File: config.mk
export PLATFORM = sky130hd
export DESIGN_NAME = ifu_flat
export DESIGN_NICKNAME = d
export VERILOG_FILES = /design/src/rtl/ifu_if.sv /design/src/rtl/ifu.sv /design/src/flat_wrapper.sv
export SDC_FILE = /design/constraint.sdc
export NUM_CORES = 1
export LEC_CHECK = 0
export ABC_CLOCK_PERIOD_IN_PS = 6800
export CAP_MARGIN = 10
export CORE_MARGIN = 4
export CORE_UTILIZATION = 30
export CTS_CLUSTER_SIZE = 25
export DETAILED_ROUTE_END_ITERATION = 10
export PLACE_DENSITY_LB_ADDON = 0.2
export SYNTH_ARGS = -nofsm -noshare
export SYNTH_HDL_FRONTEND = slang
export SYNTH_SLANG_ARGS = --single-unit
export TNS_END_PERCENT = 30
File: constraint.sdc
create_clock -name clk -period 6.8 [get_ports clk]
set_clock_uncertainty 0.1 [all_clocks]
set_input_delay 1.7 -clock clk [delete_from_list [all_inputs] [get_ports clk]]
set_output_delay 1.7 -clock clk [all_outputs]
set_load 0.05 [all_outputs]
File: src/rtl/ifu_if.sv
// Instruction-memory port between the fetch unit (master) and memory (slave).
// Single outstanding request; req/addr hold steady until ack is sampled.
interface ifu_if #(
  parameter int XLEN = 32
);
  logic            imem_req;
  logic [XLEN-1:0] imem_addr;
  logic            imem_ack;
  logic [31:0]     imem_rdata;

  modport master (
    output imem_req, imem_addr,
    input  imem_ack, imem_rdata
  );

  modport slave (
    input  imem_req, imem_addr,
    output imem_ack, imem_rdata
  );
endinterface

File: src/rtl/ifu.sv
// Instruction fetch unit: PC, single-outstanding imem fetch, one-entry skid
// buffer behind a stallable output register, and redirect with flush.
//
// state | meaning
// FETCH | request pc (req rises one cycle after reset)
// HOLD  | output stalled and skid full; no request
// FLUSH | redirected while a fetch is in flight; wait for and drop its ack
module ifu #(
  parameter int              XLEN         = 32,
  parameter logic [XLEN-1:0] RESET_VECTOR = '0
) (
  input  logic            clk,
  input  logic            rst,
  input  logic            stall,
  input  logic            jump,
  input  logic [XLEN-1:0] jump_addr,
  ifu_if.master           bus,
  output logic [31:2]     instr,
  output logic [XLEN-1:0] curr_pc,
  output logic            instr_valid
);

  typedef enum logic [1:0] {FETCH, HOLD, FLUSH} state_t;

  state_t          state;
  logic [XLEN-1:0] pc;
  logic [XLEN-1:0] skid_pc;
  logic [31:2]     skid_word;
  logic            skid_valid;

  logic [XLEN-1:0] target;
  logic [XLEN-1:0] pc_inc;
  logic            consume;
  logic            ack;
  logic [1:0]      unused_lsbs;

  assign target      = {jump_addr[XLEN-1:2], 2'b00};
  assign pc_inc      = pc + XLEN'(4);
  assign consume     = instr_valid && !stall;
  assign ack         = bus.imem_req && bus.imem_ack;
  assign unused_lsbs = jump_addr[1:0] ^ bus.imem_rdata[1:0];

  always_ff @(posedge clk or posedge rst) begin
    if (rst) begin
      state         <= FETCH;
      pc            <= RESET_VECTOR;
      bus.imem_req  <= 1'b0;
      bus.imem_addr <= RESET_VECTOR;
      instr         <= '0;
      curr_pc       <= RESET_VECTOR;
      instr_valid   <= 1'b0;
      skid_word     <= '0;
      skid_pc       <= RESET_VECTOR;
      skid_valid    <= 1'b0;
    end else if (jump) begin
      instr_valid <= 1'b0;
      skid_valid  <= 1'b0;
      pc          <= target;
      // An unacked request must finish on the bus before the target goes out.
      if (bus.imem_req && !bus.imem_ack) begin
        state <= FLUSH;
      end else begin
        state         <= FETCH;
        bus.imem_req  <= 1'b1;
        bus.imem_addr <= target;
      end
    end else begin
      case (state)
        FETCH: begin
          if (ack) begin
            pc            <= pc_inc;
            bus.imem_addr <= pc_inc;
            if (!instr_valid || !stall) begin
              instr       <= bus.imem_rdata[31:2];
              curr_pc     <= pc;
              instr_valid <= 1'b1;
            end else begin
              skid_word    <= bus.imem_rdata[31:2];
              skid_pc      <= pc;
              skid_valid   <= 1'b1;
              bus.imem_req <= 1'b0;
              state        <= HOLD;
            end
          end else begin
            bus.imem_req  <= 1'b1;
            bus.imem_addr <= pc;
            if (consume) instr_valid <= 1'b0;
          end
        end
        HOLD: begin
          if (consume && skid_valid) begin
            instr         <= skid_word;
            curr_pc       <= skid_pc;
            skid_valid    <= 1'b0;
            bus.imem_req  <= 1'b1;
            bus.imem_addr <= pc;
            state         <= FETCH;
          end
        end
        FLUSH: begin
          if (consume) instr_valid <= 1'b0;
          if (bus.imem_ack) begin
            bus.imem_addr <= pc;
            state         <= FETCH;
          end
        end
        default: state <= FETCH;
      endcase
    end
  end

endmodule

File: src/flat_wrapper.sv
// flat-port wrapper written by rule: the top's interface ports become plain ports
module ifu_flat 
#(
  parameter int              XLEN         = 32,
  parameter logic [XLEN-1:0] RESET_VECTOR = '0
)
  (clk, rst, stall, jump, jump_addr, instr, curr_pc, instr_valid, bus_imem_req, bus_imem_addr, bus_imem_ack, bus_imem_rdata);
  ifu_if #(.XLEN(XLEN)) bus_i ();
  input  logic clk;
  input  logic rst;
  input  logic stall;
  input  logic jump;
  input  logic [XLEN-1:0] jump_addr;
  output logic [31:2] instr;
  output logic [XLEN-1:0] curr_pc;
  output logic instr_valid;
  output wire logic [$bits(bus_i.imem_req)-1:0] bus_imem_req;
  output wire logic [$bits(bus_i.imem_addr)-1:0] bus_imem_addr;
  input wire logic [$bits(bus_i.imem_ack)-1:0] bus_imem_ack;
  input wire logic [$bits(bus_i.imem_rdata)-1:0] bus_imem_rdata;
  assign bus_imem_req = bus_i.imem_req;
  assign bus_imem_addr = bus_i.imem_addr;
  assign bus_i.imem_ack = bus_imem_ack;
  assign bus_i.imem_rdata = bus_imem_rdata;
  ifu #(.XLEN(XLEN), .RESET_VECTOR(RESET_VECTOR)) u_core (.clk(clk), .rst(rst), .stall(stall), .jump(jump), .jump_addr(jump_addr), .bus(bus_i), .instr(instr), .curr_pc(curr_pc), .instr_valid(instr_valid));
endmodule
==> results.toml <==
[critical_path]
path_cells = "clkdlybuf4s50_1, and2_0, nand3_1, nor2_4, buf_4, mux2_2"
cp-start-kind = "primary input"
crit_fanout = 47
critPathSlowestCell = "clkdlybuf4s50_1"
cp_top_family = "buffers and inverters"
end_kind = "flop"
critPathKind = "primary input to flop"
cp_num_buf_inv = 2
crit_path_max_incr_delay_ns = 0.76
critical_path_arrival_ns = 4.55
cp.required_ns = 7.01

[cells_and_area]
area_growth_pct = 25.5
final_cell_mix = "193 x mux2_2, 186 x dfrtp_1, 157 x clkdlybuf4s50_1"
n_antenna_cell = 0
nets = 992
final_common_cell = "mux2_2"
drive_above_1_share_pct = 27.4

[power]
ir_worst_vdd_v = 0.000142
p_per_area_mw_per_mm2 = 332
p_leak_nw = 4.74

[cts]
post_cts_buffers = 0
holdBufCountCts = 0
clockBufferDepth = 2
cts_max_level = 4
root_buffer = "clkbuf_16"
cts_tree = "built"
cts_resized = 0
insertion_delay_ns = 0.43
clock-sinks = 186
clk_pin_slew_ns = 0.08
cts_buffers = 17

[routing]
firstDrtPassIters = 7
detail-route-antenna-nets = 0
wl_per_cell_um = 18.9
drt_first_iter_violations = 336
wl_um = 25200
viasPerCell = 5.00
drcViolationCount = 0
vias = 6638

[floorplanning]
fp.dieH_um = 186
die_w_um = 186
die-area_sq_mm = 0.0345
rows = 64
core_area_sq_mm = 0.0309
floorplan.initialDensity_pct = 30.7
ios = 165

[status]
outcome = "finished, final reports clean"

[grt]
grt_first_pass_wirelength_um = 39200
track_usage_pct = 14.6
grt_max_degree = 128
antenna_found_initial = 0
grt_pass1_vias = 6617
grt.overflow.total = 0

[timing]
rsz0062_at_grt = "false"
hold_violations = 0
max_freq_mhz = 230
setup_violations = 0
fin_setup_tns_ns = 0
post-route-min-period_ns = 4.34
final_max_slew_viol_count = 0
holdWs_ns = 0.381
fin_crit_sh_pct = 63.8
worst_slack_ns = 2.46
slew_headroom_pct = 24.2
worst_pin_slew_ns = 1.13

[synthesis]
synth_ff_type = "dfrtp_1"
synth_warnings = 0
synthArstFlopShare_pct = 100
synth_edf_count = 0
ys_types = 61
ys_seq_elements = 186
synthCells = 803
synth_seq_area_share_pct = 49.1
syn_area_per_cell_sq_um = 11.8
netlist_area_sq_mm = 0.00949

[placed_design]
dp_hpwl_um = 16800
portBuffers = 158
gp_congestion = 0.784
dp_slack_ns = 1.96

[worst_hold_path]
hold_class = "flop to flop"

[job]
drv_cap = 0
worst min-delay path, delay by kind of cell (launching register included):
kind | cells | cell delay (ns)
compound gates | 1 | 0.06
flops | 1 | 0.35
simple gates | 1 | 0.04
layout make-up:
class | count | area [sq um]
inverter | 10 | 41.3
timing repair buffer | 166 | 1650
fill | 3017 | 19000
clock inverter | 15 | 183
sequential | 186 | 4650
multi-input combinational | 538 | 4460
clock buffer | 17 | 425
tap | 396 | 495
registers in the layout (all words and copies together), names as in the netlist:
| name | count |
|---|---|
| u_core.state | 2 |
| u_core.curr_pc | 30 |
| u_core.bus.imem_addr | 31 |
| u_core.skid_pc | 30 |
| u_core.skid_word | 30 |
| u_core.bus.imem_req | 1 |
| u_core.instr_valid | 1 |
| u_core.instr | 30 |
| u_core.skid_valid | 1 |
| u_core.pc | 30 |
worst paths after layout:
| kind | start | to | slack [ns] | depth (start not counted) |
|---|---|---|---|---|
| worst max-delay path | bus_imem_ack | u_core.skid_pc[18] | 2.46 | 6 |
| worst min-delay path | u_core.bus.imem_addr[13] | u_core.bus.imem_addr[13] | 0.38 | 2 |
| worst max register to register | u_core.state[1] | u_core.bus.imem_addr[27] | 3.24 | 8 |
| worst min register to register | u_core.bus.imem_addr[13] | u_core.bus.imem_addr[13] | 0.38 | 2 |
| max in group asynchronous | rst | u_core.curr_pc[15] | 4.28 | 3 |
| min in group asynchronous | rst | u_core.instr[29] | 1.70 | 3 |
cells by family after synthesis:
family | after synthesis | share of synthesized area (%)
flops | 186 | 49.1
other cells | 1 | 0.0395
xor+xnor | 52 | 4.80
compound gates | 78 | 5.21
buf+inv | 80 | 4.14
simple gates | 198 | 12.2
fa+ha+maj | 4 | 0.528
mux | 204 | 24.1
per-stage QoR:
step                      power, mW  cells  util, %  cell area [sq um]
after CTS                      4.02   1328     38.5              11900
after floorplan                2.46    804        -               9500
final                          3.96   1328     38.5              11900
after global routing           4.16   1328     38.5              11900
after detailed placement       2.94   1296     36.6              11300
after global placement         2.93   1296     36.6              11300
Yosys cell counts (2+ instances only):
library cell / n / share of area (%)
clkbuf_1: 25 / 0.99
nand2b_1: 7 / 0.46
buf_1: 4 / 0.16
mux2_2: 193 / 23
xnor2_1: 17 / 1.6
nand4b_1: 5 / 0.46
nor4_2: 8 / 1.1
inv_1: 10 / 0.40
o31ai_1: 6 / 0.47
and3_1: 3 / 0.20
nand4_1: 24 / 1.6
xor2_1: 35 / 3.2
nand3_1: 12 / 0.63
and4_1: 7 / 0.65
nor4_1: 7 / 0.46
a22oi_1: 3 / 0.24
dfrtp_1: 186 / 49
nand2_1: 45 / 1.8
nor2_1: 34 / 1.3
mux2i_1: 11 / 1.2
o22ai_1: 2 / 0.13
nor3_1: 22 / 1.2
a21boi_1: 3 / 0.24
nor4_4: 2 / 0.45
nor2b_1: 2 / 0.13
ha_1: 4 / 0.53
buf_2: 25 / 1.3
o21ai_0: 25 / 1.3
a211oi_1: 7 / 0.55
a21o_1: 2 / 0.16
o211ai_1: 3 / 0.24
and2_1: 6 / 0.40
o21a_1: 2 / 0.16
a21oi_1: 15 / 0.79
nand4_2: 2 / 0.26
buf_4: 14 / 1.1
power breakdown:
group          total [mW]  internal, mW  switching [mW]
clock                1.05         0.559           0.495
sequential           1.55          1.36           0.185
combinational        1.36         0.534           0.822
layer usage:
layer | global-route usage (%) | routed length (um) | share of wire [%]
met1 | 20.0 | 11600 | 46
met3 | 4.94 | 1780 | 7.1
met5 | 0 | 0 | 0
met2 | 22.7 | 11600 | 46
met4 | 3.29 | 208 | 0.83
Note: power is estimated with default switching activity, not from simulation.
